===== src/rtl/snake_pkg.sv =====
// snake_pkg: shared definitions for the snake game datapath and its controllers.
//   dir_e     one-hot move command (UP=1000, DOWN=0100, LEFT=0010, RIGHT=0001, 0000 = hold)
//   state_e   game state encoding (IDLE=00, PLAY=01, PAUSE=10, OVER=11)
//   step_t    signed per-axis displacement for one move
//   opposite  180-degree reverse of a direction
//   step      displacement of one move of cell_size pixels
package snake_pkg;

  localparam int unsigned DefaultHRes = 1280;
  localparam int unsigned DefaultVRes = 1024;

  typedef enum logic [3:0] {
    DirNone  = 4'b0000,
    DirUp    = 4'b1000,
    DirDown  = 4'b0100,
    DirLeft  = 4'b0010,
    DirRight = 4'b0001
  } dir_e;

  typedef enum logic [1:0] {
    StIdle  = 2'b00,
    StPlay  = 2'b01,
    StPause = 2'b10,
    StOver  = 2'b11
  } state_e;

  typedef struct packed {
    logic signed [11:0] dx;
    logic signed [11:0] dy;
  } step_t;

  function automatic dir_e opposite(input dir_e dir);
    case (dir)
      DirUp:    return DirDown;
      DirDown:  return DirUp;
      DirLeft:  return DirRight;
      DirRight: return DirLeft;
      default:  return DirNone;
    endcase
  endfunction

  // Screen coordinates: y grows downwards, so UP is a negative y step.
  function automatic step_t step(input dir_e dir, input logic [10:0] cell_size);
    logic signed [11:0] c;
    step_t              s;
    c = $signed({1'b0, cell_size});
    s = '0;
    case (dir)
      DirUp:    s.dy = -c;
      DirDown:  s.dy = c;
      DirLeft:  s.dx = -c;
      DirRight: s.dx = c;
      default:  ;
    endcase
    return s;
  endfunction

endpackage


===== src/rtl/snake_head_tracker.sv =====
// snake_head_tracker: shadow copy of the datapath head position plus a one-move lookahead.
//   upd_clk, rst_n  game-tick clock, asynchronous active-low reset
//   reset_i         synchronous game reset (head returns to START on the next edge)
//   move_dir_i      command currently presented to the datapath
//   proj_dir_i      direction the controller intends to issue on this edge
//   cell_size_i     step size in pixels
//   head_x_o/_y_o   shadow head, equal to the datapath head at every edge
//   legal_o         the move in proj_dir_i after the pending move stays on the playfield
module snake_head_tracker
  import snake_pkg::*;
#(
  parameter int unsigned H_RES   = DefaultHRes,
  parameter int unsigned V_RES   = DefaultVRes,
  parameter int unsigned START_X = 50,
  parameter int unsigned START_Y = 500
) (
  input  logic        upd_clk,
  input  logic        rst_n,
  input  logic        reset_i,
  input  dir_e        move_dir_i,
  input  dir_e        proj_dir_i,
  input  logic [10:0] cell_size_i,
  output logic [10:0] head_x_o,
  output logic [10:0] head_y_o,
  output logic        legal_o
);

  logic [10:0]        head_x_q, head_y_q;
  logic [10:0]        head_x_d, head_y_d;
  logic signed [11:0] proj_x, proj_y;
  logic signed [11:0] lim_x, lim_y;
  step_t              mv_step, pj_step;

  always_comb begin
    mv_step = step(move_dir_i, cell_size_i);
    pj_step = step(proj_dir_i, cell_size_i);

    // head_next: where the datapath head lands on this edge.
    if (reset_i) begin
      head_x_d = 11'(START_X);
      head_y_d = 11'(START_Y);
    end else begin
      head_x_d = head_x_q + mv_step.dx[10:0];
      head_y_d = head_y_q + mv_step.dy[10:0];
    end

    // Projection one move further: the move the controller is about to command.
    proj_x = $signed({1'b0, head_x_d}) + pj_step.dx;
    proj_y = $signed({1'b0, head_y_d}) + pj_step.dy;
    lim_x  = $signed(12'(H_RES)) - $signed({1'b0, cell_size_i});
    lim_y  = $signed(12'(V_RES)) - $signed({1'b0, cell_size_i});

    legal_o = (proj_x >= 12'sd0) && (proj_x <= lim_x) &&
              (proj_y >= 12'sd0) && (proj_y <= lim_y);
  end

  always_ff @(posedge upd_clk or negedge rst_n) begin
    if (!rst_n) begin
      head_x_q <= 11'(START_X);
      head_y_q <= 11'(START_Y);
    end else begin
      head_x_q <= head_x_d;
      head_y_q <= head_y_d;
    end
  end

  assign head_x_o = head_x_q;
  assign head_y_o = head_y_q;

endmodule


===== src/rtl/snake_dir_ctrl.sv =====
// snake_dir_ctrl: game-tick controller feeding the snake position datapath.
//   upd_clk, rst_n          game-tick clock, asynchronous active-low reset
//   btn_up/down/left/right  debounced direction button levels
//   btn_start               debounced start/pause level (edge-detected here)
//   food_eaten              single-tick pulse from the food block
//   cell_size               step size in pixels, static outside IDLE
//   move_dir                one-hot move command to the datapath (0000 = hold)
//   reset                   synchronous game reset to the datapath
//   length                  snake length in cells
//   head_x, head_y          shadow head position
//   game_over               high in OVER
//   state                   IDLE=00, PLAY=01, PAUSE=10, OVER=11
module snake_dir_ctrl
  import snake_pkg::*;
#(
  parameter int unsigned H_RES    = DefaultHRes,
  parameter int unsigned V_RES    = DefaultVRes,
  parameter int unsigned START_X  = 50,
  parameter int unsigned START_Y  = 500,
  parameter int unsigned INIT_LEN = 3,
  parameter int unsigned MAX_LEN  = 32
) (
  input  logic        upd_clk,
  input  logic        rst_n,
  input  logic        btn_up,
  input  logic        btn_down,
  input  logic        btn_left,
  input  logic        btn_right,
  input  logic        btn_start,
  input  logic        food_eaten,
  input  logic [10:0] cell_size,
  output logic [3:0]  move_dir,
  output logic        reset,
  output logic [7:0]  length,
  output logic [10:0] head_x,
  output logic [10:0] head_y,
  output logic        game_over,
  output logic [1:0]  state
);

  state_e     state_q;
  dir_e       move_dir_q, heading_q;
  logic       reset_q, game_over_q, start_q;
  logic [7:0] length_q;

  logic       start_pulse;
  dir_e       req_dir, new_dir, proj_dir;
  logic       proj_legal;
  logic [7:0] length_inc;

  assign start_pulse = btn_start & ~start_q;

  always_comb begin
    req_dir = DirNone;
    if (btn_up) begin
      req_dir = DirUp;
    end else if (btn_down) begin
      req_dir = DirDown;
    end else if (btn_left) begin
      req_dir = DirLeft;
    end else if (btn_right) begin
      req_dir = DirRight;
    end

    if ((req_dir == DirNone) || (req_dir == opposite(heading_q))) begin
      new_dir = heading_q;
    end else begin
      new_dir = req_dir;
    end

    // A resume from PAUSE re-issues the stored heading, so that is what gets checked.
    proj_dir = (state_q == StPause) ? heading_q : new_dir;

    length_inc = (length_q < 8'(MAX_LEN)) ? length_q + 8'd1 : length_q;
  end

  snake_head_tracker #(
    .H_RES  (H_RES),
    .V_RES  (V_RES),
    .START_X(START_X),
    .START_Y(START_Y)
  ) u_head_tracker (
    .upd_clk    (upd_clk),
    .rst_n      (rst_n),
    .reset_i    (reset_q),
    .move_dir_i (move_dir_q),
    .proj_dir_i (proj_dir),
    .cell_size_i(cell_size),
    .head_x_o   (head_x),
    .head_y_o   (head_y),
    .legal_o    (proj_legal)
  );

  always_ff @(posedge upd_clk or negedge rst_n) begin
    if (!rst_n) begin
      state_q     <= StIdle;
      move_dir_q  <= DirNone;
      heading_q   <= DirRight;
      reset_q     <= 1'b1;
      length_q    <= 8'(INIT_LEN);
      game_over_q <= 1'b0;
      start_q     <= 1'b0;
    end else begin
      start_q <= btn_start;
      unique case (state_q)
        StIdle: begin
          move_dir_q  <= DirNone;
          heading_q   <= DirRight;
          reset_q     <= 1'b1;
          length_q    <= 8'(INIT_LEN);
          game_over_q <= 1'b0;
          if (start_pulse) begin
            state_q    <= StPlay;
            reset_q    <= 1'b0;
            move_dir_q <= DirRight;
          end
        end
        StPlay: begin
          // Pause beats collision; the collision is re-checked on resume.
          if (start_pulse) begin
            state_q    <= StPause;
            move_dir_q <= DirNone;
          end else if (!proj_legal) begin
            state_q     <= StOver;
            move_dir_q  <= DirNone;
            game_over_q <= 1'b1;
          end else begin
            heading_q  <= new_dir;
            move_dir_q <= new_dir;
            if (food_eaten) begin
              length_q <= length_inc;
            end
          end
        end
        StPause: begin
          move_dir_q <= DirNone;
          if (start_pulse) begin
            if (!proj_legal) begin
              state_q     <= StOver;
              game_over_q <= 1'b1;
            end else begin
              state_q    <= StPlay;
              move_dir_q <= heading_q;
            end
          end
        end
        StOver: begin
          move_dir_q <= DirNone;
          if (start_pulse) begin
            state_q     <= StIdle;
            game_over_q <= 1'b0;
            reset_q     <= 1'b1;
            heading_q   <= DirRight;
            length_q    <= 8'(INIT_LEN);
          end
        end
        default: state_q <= StIdle;
      endcase
    end
  end

  assign move_dir  = move_dir_q;
  assign reset     = reset_q;
  assign length    = length_q;
  assign game_over = game_over_q;
  assign state     = state_q;

endmodule


===== config.mk =====
export PLATFORM = sky130hd
export DESIGN_NAME = snake_dir_ctrl
export DESIGN_NICKNAME = d
export VERILOG_FILES = /design/src/rtl/snake_pkg.sv /design/src/rtl/snake_head_tracker.sv /design/src/rtl/snake_dir_ctrl.sv
export SDC_FILE = /design/constraint.sdc
export NUM_CORES = 1
export LEC_CHECK = 0
export CAP_MARGIN = 20
export CORE_ASPECT_RATIO = 0.8
export CORE_MARGIN = 3
export CORE_UTILIZATION = 55
export DETAILED_ROUTE_END_ITERATION = 10
export PLACE_DENSITY = 0.83
export SLEW_MARGIN = 10
export SYNTH_ARGS = -nofsm -noshare
export SYNTH_HDL_FRONTEND = slang
export SYNTH_SLANG_ARGS = --single-unit

===== constraint.sdc =====
create_clock -name upd_clk -period 15.05 [get_ports upd_clk]
set_input_delay 3.01 -clock upd_clk [delete_from_list [all_inputs] [get_ports upd_clk]]
set_output_delay 3.01 -clock upd_clk [all_outputs]
set_load 0.02 [all_outputs]

==> results of run 1 <==
-- flip-flops by register name, indices dropped and copies added, names as in the netlist --
register and flops:
reset 1, u_head_tracker.head_y_o 11, u_head_tracker.head_x_o 11, state 2
length 8, move_dir 4, heading_q 4, start_q 1
game_over 1
-- routing by layer --
metal | GRT usage [%] | up-vias
li1 | - | 2417
met1 | 34.1 | 2370
met2 | 43.1 | 147
met3 | 3.88 | 24
met4 | 8.02 | 0
met5 | 0 | -
-- synthesized netlist by cell type (4+ instances only) --
cell type | n | share of area, %
sky130_fd_sc_hd__o21ai_0 | 50 | 4.8
sky130_fd_sc_hd__o31ai_1 | 18 | 2.6
sky130_fd_sc_hd__o21bai_1 | 12 | 1.7
sky130_fd_sc_hd__o21a_1 | 10 | 1.4
sky130_fd_sc_hd__a22o_1 | 5 | 0.84
sky130_fd_sc_hd__a211o_1 | 4 | 0.67
sky130_fd_sc_hd__nor2b_1 | 10 | 1.2
sky130_fd_sc_hd__nand2_1 | 59 | 4.2
sky130_fd_sc_hd__nand2b_1 | 9 | 1.1
sky130_fd_sc_hd__a21boi_0 | 6 | 0.86
sky130_fd_sc_hd__nand4_1 | 7 | 0.84
sky130_fd_sc_hd__a31oi_1 | 7 | 0.84
sky130_fd_sc_hd__a22oi_1 | 4 | 0.58
sky130_fd_sc_hd__xor2_1 | 12 | 2.0
sky130_fd_sc_hd__nor2_1 | 69 | 5.0
sky130_fd_sc_hd__a21o_1 | 13 | 1.9
sky130_fd_sc_hd__clkbuf_1 | 21 | 1.5
sky130_fd_sc_hd__a211oi_1 | 4 | 0.58
sky130_fd_sc_hd__fa_1 | 4 | 1.5
sky130_fd_sc_hd__nor3_1 | 12 | 1.2
sky130_fd_sc_hd__a21oi_1 | 40 | 3.8
sky130_fd_sc_hd__nor4b_1 | 9 | 1.5
sky130_fd_sc_hd__dfrtp_1 | 30 | 14
sky130_fd_sc_hd__xnor2_1 | 42 | 7.0
sky130_fd_sc_hd__nand3_1 | 5 | 0.48
sky130_fd_sc_hd__and2_1 | 7 | 0.84
sky130_fd_sc_hd__inv_1 | 41 | 2.9
sky130_fd_sc_hd__ha_1 | 72 | 17
sky130_fd_sc_hd__dfstp_2 | 13 | 6.5
-- kinds of logic after synthesis --
kind of cell             Yosys count  synth area share [%]
AND/OR/NAND/NOR                  214                  21.1
AO/OA/AOI/OAI                    194                  24.4
adder cells (fa/ha/maj)           76                  18.8
buffers and inverters             70                  5.58
XOR/XNOR                          54                  9.06
flip-flops                        43                  20.9
multiplexers                       1                 0.192
-- final timing paths --
path	from	end	slack (ns)
worst max-delay path	btn_up	move_dir[0]$_DFF_PN0_	4.54
worst min-delay path	game_over$_DFFE_PN0P_	game_over$_DFFE_PN0P_	0.50
worst max register to register	heading_q[0]$_DFFE_PN1P_	move_dir[0]$_DFF_PN0_	7.07
worst min register to register	game_over$_DFFE_PN0P_	game_over$_DFFE_PN0P_	0.50
max in group asynchronous	rst_n	length[1]$_DFFE_PN1P_	11.81
min in group asynchronous	rst_n	u_head_tracker.head_x_o[0]$_DFF_PN0_	2.66
-- worst register-to-register path, stage by stage (launching register included) --
cell and delay (ns):
sky130_fd_sc_hd__dfstp_2 0.63, sky130_fd_sc_hd__nor4b_1 0.45, sky130_fd_sc_hd__xor2_1 0.16, sky130_fd_sc_hd__nor4_1 0.57, sky130_fd_sc_hd__o31ai_1 0.22, sky130_fd_sc_hd__a211oi_1 0.53, sky130_fd_sc_hd__nand2_1 0.40, sky130_fd_sc_hd__o31ai_1 0.39
sky130_fd_sc_hd__ha_1 0.34, sky130_fd_sc_hd__nor2b_1 0.15, sky130_fd_sc_hd__o21ai_0 0.19, sky130_fd_sc_hd__a21boi_0 0.14, sky130_fd_sc_hd__o21ai_0 0.24, sky130_fd_sc_hd__a21boi_0 0.16, sky130_fd_sc_hd__o21ai_0 0.19, sky130_fd_sc_hd__nand2b_1 0.11
sky130_fd_sc_hd__a21o_1 0.19, sky130_fd_sc_hd__a21oi_1 0.17, sky130_fd_sc_hd__xnor2_1 0.09, sky130_fd_sc_hd__ha_1 0.32, sky130_fd_sc_hd__nand4_1 0.11, sky130_fd_sc_hd__o31ai_1 0.28, sky130_fd_sc_hd__a21oi_1 0.08, sky130_fd_sc_hd__nor3_1 0.79
sky130_fd_sc_hd__and2_1 0.44, sky130_fd_sc_hd__nand2b_1 0.18, sky130_fd_sc_hd__o32ai_1 0.35
-- final cells by class --
class	instances	area (um2)	area share [%]
tap	115	144	2.39
clock inverter	3	47.5	0.791
multi-input combinational	539	3840	63.8
timing repair buffer	61	606	10.1
inverter	43	161	2.68
sequential	43	1090	18.2
clock buffer	5	125	2.08
-- power by group --
part | leakage [uW] | total, uW | switching, uW | internal [uW]
Combinational | 0.00206 | 554 | 322 | 232
Clock | 0.0000844 | 133 | 53.6 | 79.4
Sequential | 0.000546 | 163 | 28.1 | 135
Total | 0.00269 | 850 | 403 | 447
-- through the flow --
| stage | total power, uW | instances | hold WS, ns | worst slack (ns) |
|---|---|---|---|---|
| 6_report | 850 | 809 | 0.496 | 4.54 |
| 5_1_grt | 925 | 809 | 0.533 | 3.74 |
| 4_1_cts | 844 | 808 | 0.502 | 4.71 |
| 3_5_place_dp | 705 | 800 | 0.481 | 4.48 |
| 3_3_place_gp | 688 | 800 | 0.481 | 4.89 |
| 2_1_floorplan | 571 | 652 | 0.548 | 6.05 |
==> load_flow_metrics.sql, run 1 <==
INSERT INTO impl_metrics (metric_group, metric, value, unit) VALUES
('critical_path', 'critical-path-max-stage-delay', '0.79', 'ns'),
('route', 'drt-initial-drc-count', '361', ''),
('power_and_ir_drop', 'cellPowerDensity', '141', 'mW/mm2'),
('yosys', 'synth-seq-area-share', '20.9', '%'),
('cells_and_area', 'antenna_cells_inserted', '0', ''),
('power_and_ir_drop', 'vdd_ir_drop_max', '0.113', 'mV'),
('critical_path', 'cp_data_required_time', '15.23', 'ns'),
('hold_path', 'min_delay_path_depth', '1', ''),
('critical_path', 'critPathBufInv', '1', ''),
('cells_and_area', 'design_area', '0.00601', 'mm2'),
('route', 'highest_metal_layer_with_signal_wires', 'met4', ''),
('yosys', 'postSynthCellCount', '652', ''),
('route', 'met3_length', '786', 'um'),
('sta', 'rsz0062_at_grt', 'false', ''),
('placed_design', 'finalWeightedCongestion', '0.946', ''),
('sta', 'slew_viol_final', '0', ''),
('clock_tree', 'cts_tree', 'yes', ''),
('floorplanning', 'initial_core_util', '57.1', '%'),
('sta', 'transition_time_at_the_pin_with_the_least_slew_margin', '1.03', 'ns'),
('clock_tree', 'cts.sinks', '43', ''),
('yosys', 'synthesis.yosys.warnings', '0', ''),
('placed_design', 'dp.final_hpwl', '10.6', 'mm'),
('critical_path', 'critPathCaptureType', 'flop', ''),
('critical_path', 'worstPathMaxFanout', '12', ''),
('yosys', 'synth-edff-count', '0', ''),
('yosys', 'synth-async-reset-ratio', '100', '%'),
('route', 'route.met2.wl', '6.47', 'mm'),
('grt', 'first_global_vias', '4817', ''),
('grt', 'grt_antenna_before_repair', '0', ''),
('floorplanning', 'fp.dieH', '93.2', 'um'),
('critical_path', 'cp_data_arrival_time', '10.69', 'ns'),
('placed_design', 'placement.cell_area', '0.00582', 'mm2'),
('sta', 'hold_violations', '0', ''),
('floorplanning', 'pin_count', '57', ''),
('floorplanning', 'die-area', '0.0107', 'mm2'),
('floorplanning', 'fp-row-count', '31', ''),
('cells_and_area', 'post_route_cells_drive_above_1_share', '6.05', '%'),
('sta', 'setup_viol', '0', ''),
('clock_tree', 'max_root_sink_buffers', '2', ''),
('clock_tree', 'cts_root_buf', 'sky130_fd_sc_hd__clkbuf_16', ''),
('clock_tree', 'cts_htree_levels', '2', ''),
('sta', 'clock_skew', '0.00520', 'ns'),
('cells_and_area', 'layout-area-overhead-vs-synth', '15.2', '%'),
('sta', 'post-route-period-util', '69.8', '%'),
('critical_path', 'criticalPathCategory', 'in -> reg', ''),
('grt', 'grt_pass1_wl', '22.6', 'mm'),
('floorplanning', 'die_w', '115', 'um'),
('clock_tree', 'clock_latency', '0.30', 'ns'),
('grt', 'grt_overflow_total', '0', ''),
('job', 'timing.max_cap.violations', '0', ''),
('route', 'ratio_of_routed_vias_to_standard_cells', '6.13', ''),
('route', 'antenna_violating_nets_post_route', '0', ''),
('route', 'finalWirelength', '13.6', 'mm'),
('yosys', 'postSynth.topFlopCell', 'sky130_fd_sc_hd__dfrtp_1', ''),
('route', 'met1_length', '6.06', 'mm'),
('run_status', 'status', 'finished, final reports clean', ''),
('yosys', 'syn-cell-area', '0.00522', 'mm2'),
('cells_and_area', 'commonest_cells_after_routing_fill_and_taps_aside', 'sky130_fd_sc_hd__ha_1 (72), sky130_fd_sc_hd__nor2_1 (69), sky130_fd_sc_hd__nand2_1 (59), sky130_fd_sc_hd__clkdlybuf4s50_1 (55), sky130_fd_sc_hd__o21ai_0 (50)', ''),
('critical_path', 'critical_path.slowest_cell', 'sky130_fd_sc_hd__nor3_1', ''),
('route', 'detail_route.drc_violations', '0', ''),
('power_and_ir_drop', 'total_leakage_power', '0.00269', 'uW'),
('cells_and_area', 'finalNetCount', '788', ''),
('yosys', 'synth.lib_cells_used.distinct', '69', ''),
('route', 'routed-via-count', '4958', ''),
('sta', 'maxSlewHeadroom', '30.4', '%'),
('yosys', 'avgSynthCellArea', '8.01', 'um2'),
('clock_tree', 'cts-resized-gates', '0', ''),
('placed_design', 'placement.io_buffers', '56', ''),
('clock_tree', 'hold_buffer_count_at_cts', '0', ''),
('yosys', 'synth_seq_cells', '43', ''),
('cells_and_area', 'fillers', '802', '');
No activity file was read; power rests on OpenSTA's default activity.
==> inputs of run 2 (changes only) <==
==> constraint.sdc (replaced) <==
create_clock -name upd_clk -period 10.7 [get_ports upd_clk]
set_input_delay 2.14 -clock upd_clk [delete_from_list [all_inputs] [get_ports upd_clk]]
set_output_delay 2.14 -clock upd_clk [all_outputs]
set_load 0.02 [all_outputs]
==> load_flow_metrics.sql, run 2 (synthesis gave the netlist of run 1 again) <==
INSERT INTO impl_metrics (metric_group, metric, value, unit) VALUES
('sta', 'transition_time_at_the_pin_with_the_least_slew_margin', '1.04', 'ns'),
('placed_design', 'dp.final_hpwl', '10.6', 'mm'),
('route', 'ratio_of_routed_vias_to_standard_cells', '6.18', ''),
('critical_path', 'ff2ff_path_depth', '26', ''),
('power_and_ir_drop', 'vdd_ir_drop_max', '0.169', 'mV'),
('grt', 'grt_max_degree', '44', ''),
('clock_tree', 'cts_tree', 'yes', ''),
('clock_tree', 'cts_root_buf', 'sky130_fd_sc_hd__clkbuf_16', ''),
('power_and_ir_drop', 'internal_pwr_total', '628', 'uW'),
('floorplanning', 'core_region_area', '0.00915', 'mm2'),
('cells_and_area', 'layout-area-overhead-vs-synth', '15.3', '%'),
('critical_path', 'cp_data_arrival_time', '9.60', 'ns'),
('critical_path', 'criticalPathCategory', 'in -> reg', ''),
('sta', 'maxClockFrequency', '106', 'MHz'),
('floorplanning', 'pin_count', '57', ''),
('cells_and_area', 'antenna_cells_inserted', '0', ''),
('grt', 'grt_antenna_before_repair', '0', ''),
('sta', 'setup_viol', '0', ''),
('job', 'timing.max_cap.violations', '0', ''),
('clock_tree', 'cts_setup_buffers', '0', ''),
('grt', 'grt_use_total', '25.7', '%'),
('route', 'detail_route.drc_violations', '0', ''),
('cells_and_area', 'post_route_cells_drive_above_1_share', '6.05', '%'),
('hold_path', 'hold_path_class', 'reg -> reg', ''),
('power_and_ir_drop', 'switching_part_of_the_total_power', '47.4', '%'),
('sta', 'clock_skew', '0.00522', 'ns'),
('power_and_ir_drop', 'switchingPower', '566', 'uW'),
('clock_tree', 'cts_htree_levels', '2', ''),
('clock_tree', 'max_root_sink_buffers', '2', ''),
('cells_and_area', 'design_area', '0.00602', 'mm2'),
('critical_path', 'cp_data_required_time', '10.88', 'ns'),
('sta', 'period_needed', '9.42', 'ns'),
('grt', 'first_global_vias', '4801', ''),
('sta', 'post-route-period-util', '88.0', '%'),
('power_and_ir_drop', 'total_leakage_power', '0.00270', 'uW'),
('power_and_ir_drop', 'cellPowerDensity', '198', 'mW/mm2'),
('critical_path', 'kind_of_cell_adding_the_most_delay_to_the_critical_path', 'compound AO/OA/AOI/OAI gates', ''),
('cells_and_area', 'finalNetCount', '788', ''),
('cells_and_area', 'layout.cells.most_common', 'sky130_fd_sc_hd__ha_1', ''),
('clock_tree', 'hold_buffer_count_at_cts', '0', ''),
('hold_path', 'min_delay_path_depth', '1', ''),
('critical_path', 'critPathBufInv', '1', ''),
('route', 'drt-initial-drc-count', '340', ''),
('floorplanning', 'fp.dieH', '93.2', 'um'),
('grt', 'grt_pass1_wl', '22.4', 'mm'),
('clock_tree', 'clk_pin_slew_worst_paths', '0.07', 'ns'),
('critical_path', 'path_depth', '27', ''),
('critical_path', 'critPathCaptureType', 'flop', ''),
('critical_path', 'worstPathMaxFanout', '12', ''),
('placed_design', 'finalWeightedCongestion', '0.949', ''),
('power_and_ir_drop', 'power.share.sequential', '19.3', '%'),
('clock_tree', 'clock_latency', '0.30', 'ns'),
('sta', 'hold_violations', '0', ''),
('sta', 'fin_tns_setup', '0', 'ns'),
('sta', 'hold_slack', '0.496', 'ns'),
('power_and_ir_drop', 'share_comb_of_total_power', '65.2', '%'),
('route', 'routed-via-count', '4996', ''),
('floorplanning', 'die-area', '0.0107', 'mm2'),
('sta', 'maxSlewHeadroom', '29.7', '%'),
('floorplanning', 'die_w', '115', 'um'),
('placed_design', 'placement.cell_area', '0.00582', 'mm2'),
('clock_tree', 'cts.sinks', '43', ''),
('clock_tree', 'cts-resized-gates', '0', ''),
('sta', 'slew_viol_final', '0', ''),
('critical_path', 'worstSetupStartpointType', 'input pin', ''),
('grt', 'grt_overflow_total', '0', ''),
('route', 'antenna_violating_nets_post_route', '0', ''),
('floorplanning', 'fp-row-count', '31', ''),
('clock_tree', 'numCtsBuffers', '5', ''),
('critical_path', 'critical-path-max-stage-delay', '0.75', 'ns'),
('sta', 'rsz0062_at_grt', 'false', ''),
('cells_and_area', 'commonest_cells_after_routing_fill_and_taps_aside', 'sky130_fd_sc_hd__ha_1 (72), sky130_fd_sc_hd__nor2_1 (69), sky130_fd_sc_hd__nand2_1 (59), sky130_fd_sc_hd__clkdlybuf4s50_1 (55), sky130_fd_sc_hd__o21ai_0 (50)', ''),
('route', 'finalWirelength', '13.7', 'mm'),
('route', 'routed_wire_length_per_instance', '16.9', 'um'),
('run_status', 'status', 'finished, final reports clean', ''),
('cells_and_area', 'fillers', '771', ''),
('critical_path', 'critical_path.slowest_cell', 'sky130_fd_sc_hd__nor3_1', ''),
('floorplanning', 'initial_core_util', '57.1', '%'),
('power_and_ir_drop', 'power.clock.fraction', '15.6', '%'),
('cells_and_area', 'layout.core_utilization', '65.8', '%'),
('placed_design', 'placement.io_buffers', '56', ''),
('route', 'drt_first_pass_iters', '5', '');
run 2: cell types whose count changed in the layout (fill, tap and decap cells not counted):
cell | before | now
sky130_fd_sc_hd__buf_12 | 1 | 0
sky130_fd_sc_hd__buf_16 | 0 | 1
run 2: stage by stage:
step,power [uW],worst slack (ns),instances
5_1_grt,1300,0.591,809
6_report,1190,1.28,809
4_1_cts,1190,1.39,808
3_5_place_dp,990,1.19,800
3_3_place_gp,967,1.41,800
2_1_floorplan,803,2.57,652
run 2: worst reg2reg max path: cells and delay by family, from the launching register on:
family	cells	cell delay [ns]
adder cells (fa/ha/maj)	2	0.63
AO/OA/AOI/OAI	14	3.14
flip-flops	1	0.63
AND/OR/NAND/NOR	8	3.00
XOR/XNOR	2	0.25
run 2: final timing paths:
check,start,end,slack (ns)
setup / recovery,btn_up,heading_q[1]$_DFFE_PN0P_,1.28
hold / removal,game_over$_DFFE_PN0P_,game_over$_DFFE_PN0P_,0.50
setup reg to reg,heading_q[0]$_DFFE_PN1P_,heading_q[1]$_DFFE_PN0P_,2.92
hold reg to reg,game_over$_DFFE_PN0P_,game_over$_DFFE_PN0P_,0.50
max in group asynchronous,rst_n,length[0]$_DFFE_PN1P_,8.27
min in group asynchronous,rst_n,u_head_tracker.head_y_o[3]$_DFF_PN0_,1.84
run 2: power groups by stage:
stage / Sequential (uW) / Clock [uW] / Combinational (uW)
after floorplan: 236 / 0 / 567
after global placement: 230 / 0 / 738
after detailed placement: 231 / 0 / 759
after CTS: 229 / 188 / 768
after global routing: 234 / 194 / 872
final: 230 / 186 / 778
run 2: layer usage:
metal / GRT usage (%) / part of all wire, %
met1: 33.9 / 44
met5: 0 / 0
met2: 42.5 / 47
met4: 9.48 / 2.7
met3: 3.95 / 6.0
run 2: final cells by class:
| class | instances | area, um2 | share of cell area, % |
|---|---|---|---|
| tap | 115 | 144 | 2.39 |
| multi-input combinational | 539 | 3840 | 63.7 |
| timing repair buffer | 61 | 613 | 10.2 |
| sequential | 43 | 1090 | 18.1 |
| clock buffer | 5 | 125 | 2.08 |
| inverter | 43 | 161 | 2.68 |
| clock inverter | 3 | 47.5 | 0.790 |
